**src/rtl/ball_game_ctrl.sv**
```systemverilog
// Rally sequencer for the single-ball game: serve/play/miss sequencing, crash
// vector generation for the ball mover, and score/lives bookkeeping.
module ball_game_ctrl #(
  parameter logic [9:0] X_MIN    = 10'd8,
  parameter logic [9:0] X_MAX    = 10'd632,
  parameter logic [9:0] Y_MIN    = 10'd8,
  parameter logic [9:0] Y_MAX    = 10'd472,
  parameter logic [9:0] BALL_SZ  = 10'd8,
  parameter logic [9:0] PAD_X    = 10'd16,
  parameter logic [9:0] PAD_H    = 10'd64,
  parameter logic [3:0] STEP_DIV = 4'd1,
  parameter logic [7:0] SERVE_FR = 8'd60,
  parameter logic [1:0] LIVES    = 2'd3
) (
  input  logic       iVGA_CLK,
  input  logic       iRST,
  input  logic       iFrame,
  input  logic       iStart,
  input  logic [9:0] iBall_x,
  input  logic [9:0] iBall_y,
  input  logic [9:0] iPad_y,
  output logic [3:0] oCrash,
  output logic       oStep,
  output logic       oServe,
  output logic [2:0] oState,
  output logic [7:0] oScore,
  output logic [1:0] oLives,
  output logic       oGame_over
);

  typedef enum logic [2:0] {
    ST_IDLE  = 3'd0,
    ST_SERVE = 3'd1,
    ST_PLAY  = 3'd2,
    ST_MISS  = 3'd3,
    ST_OVER  = 3'd4
  } state_t;

  state_t      state_q, state_d;
  logic [7:0]  serve_cnt_q, serve_cnt_d;
  logic [3:0]  step_cnt_q, step_cnt_d;
  logic [7:0]  score_q, score_d;
  logic [1:0]  lives_q, lives_d;
  logic [3:0]  crash_q, crash_d;
  logic        step_q, step_d;
  logic        serve_q, serve_d;
  logic        hit_prev_q, hit_prev_d;
  logic        game_over_q, game_over_d;

  logic [10:0] bx_end_s, by_end_s, pad_end_s;
  logic        up_s, down_s, right_s, hit_s, miss_s;

  // Geometry is evaluated in 11 bits so far-right/bottom positions never wrap.
  always_comb begin
    bx_end_s  = {1'b0, iBall_x} + {1'b0, BALL_SZ};
    by_end_s  = {1'b0, iBall_y} + {1'b0, BALL_SZ};
    pad_end_s = {1'b0, iPad_y} + {1'b0, PAD_H};
    up_s      = (iBall_y <= Y_MIN);
    down_s    = (by_end_s >= {1'b0, Y_MAX});
    right_s   = (bx_end_s >= {1'b0, X_MAX});
    hit_s     = (iBall_x <= PAD_X) && (by_end_s > {1'b0, iPad_y}) &&
                ({1'b0, iBall_y} < pad_end_s);
    miss_s    = (iBall_x <= X_MIN) && !hit_s;
  end

  // Next-state, counters and registered-output values.
  always_comb begin
    state_d     = state_q;
    serve_cnt_d = serve_cnt_q;
    step_cnt_d  = 4'd0;
    score_d     = score_q;
    lives_d     = lives_q;
    crash_d     = 4'b0000;
    step_d      = 1'b0;
    serve_d     = 1'b0;
    hit_prev_d  = 1'b0;

    case (state_q)
      ST_IDLE, ST_OVER: begin
        if (iStart) begin
          state_d     = ST_SERVE;
          score_d     = 8'd0;
          lives_d     = LIVES;
          serve_d     = 1'b1;
          serve_cnt_d = 8'd0;
        end else begin
          state_d     = state_q;
        end
      end

      ST_SERVE: begin
        if (iFrame) begin
          if (serve_cnt_q >= (SERVE_FR - 8'd1)) begin
            state_d     = ST_PLAY;
            serve_cnt_d = 8'd0;
          end else begin
            serve_cnt_d = serve_cnt_q + 8'd1;
          end
        end else begin
          serve_cnt_d = serve_cnt_q;
        end
      end

      ST_PLAY: begin
        // A miss suppresses the crash vector and scoring for its cycle.
        if (miss_s) begin
          state_d = ST_MISS;
        end else begin
          crash_d    = {hit_s, right_s, up_s, down_s};
          hit_prev_d = hit_s;
          if (hit_s && !hit_prev_q && (score_q != 8'd255)) begin
            score_d = score_q + 8'd1;
          end else begin
            score_d = score_q;
          end
          if (iFrame) begin
            if (step_cnt_q >= (STEP_DIV - 4'd1)) begin
              step_d     = 1'b1;
              step_cnt_d = 4'd0;
            end else begin
              step_cnt_d = step_cnt_q + 4'd1;
            end
          end else begin
            step_cnt_d = step_cnt_q;
          end
        end
      end

      ST_MISS: begin
        if (lives_q == 2'd0) begin
          lives_d = 2'd0;
        end else begin
          lives_d = lives_q - 2'd1;
        end
        if (lives_q <= 2'd1) begin
          state_d = ST_OVER;
        end else begin
          state_d     = ST_SERVE;
          serve_d     = 1'b1;
          serve_cnt_d = 8'd0;
        end
      end

      default: begin
        state_d = ST_IDLE;
      end
    endcase

    game_over_d = (state_d == ST_OVER);
  end

  // State and output registers.
  always_ff @(posedge iVGA_CLK or posedge iRST) begin
    if (iRST) begin
      state_q     <= ST_IDLE;
      serve_cnt_q <= 8'd0;
      step_cnt_q  <= 4'd0;
      score_q     <= 8'd0;
      lives_q     <= LIVES;
      crash_q     <= 4'b0000;
      step_q      <= 1'b0;
      serve_q     <= 1'b0;
      hit_prev_q  <= 1'b0;
      game_over_q <= 1'b0;
    end else begin
      state_q     <= state_d;
      serve_cnt_q <= serve_cnt_d;
      step_cnt_q  <= step_cnt_d;
      score_q     <= score_d;
      lives_q     <= lives_d;
      crash_q     <= crash_d;
      step_q      <= step_d;
      serve_q     <= serve_d;
      hit_prev_q  <= hit_prev_d;
      game_over_q <= game_over_d;
    end
  end

  assign oState     = state_q;
  assign oCrash     = crash_q;
  assign oStep      = step_q;
  assign oServe     = serve_q;
  assign oScore     = score_q;
  assign oLives     = lives_q;
  assign oGame_over = game_over_q;

endmodule
```
**config.mk**
```make
export PLATFORM = sky130hd
export DESIGN_NAME = ball_game_ctrl
export DESIGN_NICKNAME = d
export VERILOG_FILES = /design/src/rtl/ball_game_ctrl.sv
export SDC_FILE = /design/constraint.sdc
export NUM_CORES = 1
export LEC_CHECK = 0
export BUFFER_PORTS_ARGS = -buffer_cell sky130_fd_sc_hd__buf_4
export CAP_MARGIN = 10
export CORE_UTILIZATION = 40
export CTS_BUF_LIST = sky130_fd_sc_hd__clkbuf_8
export DETAILED_ROUTE_END_ITERATION = 12
export HOLD_SLACK_MARGIN = 0.1
export SLEW_MARGIN = 20
export SYNTH_ARGS = -nofsm -noshare
export SYNTH_HDL_FRONTEND = slang
export SYNTH_SLANG_ARGS = --single-unit
```
**constraint.sdc**
```tcl
create_clock -name iVGA_CLK -period 4.4 [get_ports iVGA_CLK]
set_input_delay 0.44 -clock iVGA_CLK [delete_from_list [all_inputs] [get_ports iVGA_CLK]]
set_output_delay 0.44 -clock iVGA_CLK [all_outputs]
set_load 0.05 [all_outputs]
```
After elaboration in Yosys (flattened, before gate mapping)
Index checks and enable logic that the tools add are counted.
- output and inout bits: 20
- input bits: 34
- bits in registers: 33
- equal/unequal tests: 12
- add/subtract/negate cells: 7
- magnitude comparators: 10
- multiplexer cells: 32
- reduce and logical (&&, ||, !) cells: 16
- operator list (operator ; number):
    two-way mux 8 bit ; 6
    two-way mux 4 bit ; 6
    case mux 8 bit (3 select lines) ; 1
    adder 10 x 4 -> 11 bit (second input constant) ; 2
    less-or-equal comparator 10 x 4 -> 1 bit (second input constant) ; 2
    adder 8 x 1 -> 8 bit (second input constant) ; 2
    case mux 8 bit (2 select lines) ; 1
    two-way mux 3 bit ; 5
    case mux 3 bit (4 select lines) ; 1
    adder 10 x 7 -> 11 bit (second input constant) ; 1
    >= comparator 11 x 10 -> 1 bit (second input constant) ; 1
    >= comparator 11 x 9 -> 1 bit (second input constant) ; 1
    > comparator 11 x 10 -> 1 bit ; 1
    < comparator 10 x 11 -> 1 bit ; 1
    less-or-equal comparator 10 x 5 -> 1 bit (second input constant) ; 1
    inequality test 2 bit (second input constant) ; 5
    >= comparator 8 x 6 -> 1 bit (second input constant) ; 1
    two-way mux 1 bit ; 8
    inequality test 8 bit (second input constant) ; 1
    AND reduction 4 bit ; 2
    equality test 3 x 2 -> 1 bit (second input constant) ; 2
    equality test 3 bit (second input constant) ; 2
    logical AND 1 bit ; 5
    adder 4 x 1 -> 4 bit (second input constant) ; 1
    other kinds (15) ; 18

Depth between registers and ports, before layout
- depth after elaboration: 9
- mapped depth: 11

Worst setup path after synthesis
OpenSTA, ideal clock, no wires.
- path kind: input port to flip-flop
- start: input iBall_y[5]
- end: register score_q[0], in the netlist oScore[0]
- arrival: 2.759 ns
- cell stages on the path: 11
- slack: 1.498 ns
- setup time: 0.144 ns
- buffers on the path: 1
- data required time: 4.256 ns
- path through: buf_2 -> and4_4 -> nand2_1 -> xnor2_1 -> ha_1 -> nand3_1 -> or2_1 -> o21bai_2 -> a2111oi_4 -> a21bo_4 -> mux2i_1
- cells in the longest elaborated chain, start to end: 8
- elaborated cells on any way between the ends: 12
- classes of those cells: 1 x add/sub; 2 x order compare; 2 x eq/ne; 7 x reduce/logical
- RTL lines (element ; RTL line ; RTL):
    from (decl) ; 20 ; input logic [9:0] iBall_y,
    adder 10 x 4 -> 11 bit ; 56 ; by_end_s = {1'b0, iBall_y} + {1'b0, BALL_SZ};
    > comparator 11 x 10 -> 1 bit ; 61 ; hit_s = (iBall_x <= PAD_X) && (by_end_s > {1'b0, iPad_y}) &&
    logical AND 1 bit ; 61 ;
    logical AND 1 bit (*) ; 61 ;
    logical AND 1 bit or zero test 1 bit (tied branches) ; 111, 63 ;
    logical AND 1 bit, on equally long branches ; 111, 63 ;
    inequality test 2 bit (no source line) ; -- ;
    AND reduction 4 bit (no source line) (*) ; -- ;
    to (signal assigned) ; 169 ; score_q <= score_d;
    to (decl) ; 42 ; logic [7:0] score_q, score_d;
Every way passes the cells marked *; elsewhere a longest branch is shown, timed or not.
A chain may end at the register's enable or synchronous reset.

Worst setup path in the final report
- start: input iBall_y[4]
- end: register score_q[7], in the netlist oScore[7]
Same word-level chain as after synthesis.

==> run metrics <==
outcome=completed; setup violation total in the final timing report=0; Yosys warnings=0; Yosys cell types=54; share of layout cells above drive strength 1=24.12%; Die X=77.25 µm; n_diodes=0; Async SR Flop Fraction=100.0%; power density over the cells=260.8 nW/µm²; Num CTS Buffers=3; # DRC=0; Seq/Total Area, Yosys=31.05%; RSZ-0062 raised after global routing=no; initial antenna violation count=0; Avg Cell Area, Syn=8.710 µm²; FF+latch count, synth=28; Slew @ Worst Pin=0.6246 ns; CTS Buffer Depth=2; CP required=4.57 ns; largest net degree at the start of global routing=29; fmax=0.3534 GHz; fin nets=371; Worst-path clk slew=0.10 ns; CTS resizes=0; Syn Inst Count=260; cell internal pwr=495.4 µW; crit share post-route=64.31%; Max IR drop VDD=191.9 µV; Hold Buf Count CTS=0; Clock Latency Late Sink=0.28 ns; CTS root buffer=clkbuf_8; sw frac=32.01%; post-route setup TNS=0 ns; Core Box Area=5473 µm²; DRT antenna net count=0; synth-to-layout area growth=23.37%; post-DP HPWL=4.019 mm; Slew Limit Fails=0; post-CTS setup repair buffer count=0; Max-slew headroom=58.36%; Max-Cap Viols=0; switching power=233.3 µW; Vias=2,033; CP top delay family=compound AO/OA/AOI/OAI gates; most common cell after layout, fill and taps aside=buf_4; kind of critical path=in2reg; Initial Utilization=41.38%; leakage=1.325 nW; Power, Total=728.7 µW; Port Buf Inserts=53; Top Ports=54; CTS tree=yes; Seq pwr share=43.6%; commonest non-fill, non-tap cells in the layout=buf_4 (53), inv_1 (26), dfrtp_1 (26); Post-Syn Nets=319; clock sink count=28; CP arrival=3.00 ns; first-iteration detailed-routing DRC count=89; vias in the first global route=1,944; vias per cell=5.308; GRT Overall Usage=18.09%; Worst Setup Start Kind=input pin; count of final hold-check violations=0; Critical Path Most Common Cell=ha_1; Buffers & Inverters on Critical Path=1; Comb pwr share=28.4%; Syn Std Cell Area=2265 µm²; CP endpoint kind=flip-flop; worst hold slack=0.2166 ns; commonest register cell after synthesis=dfrtp_1; fill count=549; Final Util=51.05%; Layout Skew=0.004692 ns; Crit-path slowest cell=a2111oi_4; fin crit period=2.830 ns; R2R Setup Slk=2.32 ns; Placer Congestion=0.7913; CTS H-tree depth=1; routed length per instance=13.16 µm; Hold Path Class=in2async; Die Y=77.25 µm; 1st-pass router iterations=4; sequence of cells on the critical path=buf_4 -> ha_1 -> nand2_1 -> xnor2_1 -> ha_1 -> nand3_1 -> or2_1 -> o21bai_2 -> a2111oi_4 -> a21bo_4 -> o211ai_2; clock share of power=27.9%; grt total ovfl=0; CP peak stage delay=0.66 ns; Post-synth EDFFs=0; area of the die=5967 µm²; Post-Route WL=5.041 mm; crit-path max FO=9; row count=27; first-pass GRT wire length=8.804 mm
==> kinds of logic after synthesis <==
family,share of synthesized area (%)
buf+inv,5.801
flops,31.05
compound gates,22.38
xor+xnor,2.707
fa+ha+maj,13.81
simple gates,22.93
mux,1.326
==> cell type report <==
class                      instances  area [µm²]  area share (%)
clock buffer                       3       41.29           1.478
tap                               72       90.09           3.224
sequential                        28       703.2           25.17
clock inverter                     1       30.03           1.075
timing repair buffer              53       397.9           14.24
multi-input combinational        199        1430           51.19
inverter                          27       101.3           3.627
==> state kept, by name, summed over array words and instances, names as in the netlist <==
signal       count
oGame_over       1
oStep            1
oLives           2
oState           3
serve_cnt_q      8
oScore           8
oCrash           4
oServe           1
==> Yosys cell counts (all sizes together), types with 4 or more instances <==
library cell,number,area share [%]
nand2b,4,1.1
nand3,16,3.5
a41oi,5,1.9
and3,5,1.6
a2111oi,4,3.5
xnor2,6,2.3
buf,4,0.99
nor2,13,2.2
o31ai,6,2.2
ha,25,14
inv,27,4.5
nor3,11,2.4
and2,5,1.4
a21oi,15,3.3
nand2,23,4.0
o21ai,19,4.2
dfrtp,26,29
==> final timing paths <==
| path | from | to | cells after the start |
|---|---|---|---|
| setup / recovery | iBall_y[4] | oScore[7]$_DFFE_PP0P_ | 11 |
| hold / removal | iRST | serve_cnt_q[4]$_DFFE_PP0P_ | 2 |
| setup reg to reg | oState[1]$_DFF_PP0_ | oScore[7]$_DFFE_PP0P_ | 6 |
| hold reg to reg | serve_cnt_q[7]$_DFFE_PP0P_ | serve_cnt_q[7]$_DFFE_PP0P_ | 1 |
| max in group asynchronous | iRST | oCrash[2]$_DFF_PP0_ | 2 |
| min in group iVGA_CLK | iFrame | oStep$_DFF_PP0_ | 3 |
==> per-stage QoR <==
stage / area [µm²] / instances / setup WS [ns]
after global placement: 2723 / 379 / 1.282
after global routing: 2794 / 383 / 1.326
after detailed placement: 2723 / 379 / 1.257
after floorplan: 2265 / 260 / 1.498
final: 2794 / 383 / 1.570
after CTS: 2794 / 383 / 1.536
==> per-layer routing <==
metal	vias up	global-route usage, %	routed length, µm
met1	943	22.75	2337
met4	0	6.792	91
met5	-	0	0
met3	6	1.786	153
met2	43	31.68	2459
li1	1041	-	-
==> power groups by stage <==
stage	combinational [mW]	clock, mW	sequential [mW]
2_1_floorplan	0.117	0	0.339
3_3_place_gp	0.206	0	0.322
3_5_place_dp	0.210	0	0.322
4_1_cts	0.210	0.211	0.318
5_1_grt	0.235	0.222	0.323
6_report	0.207	0.204	0.318
Power figures use the tool's default switching activity.
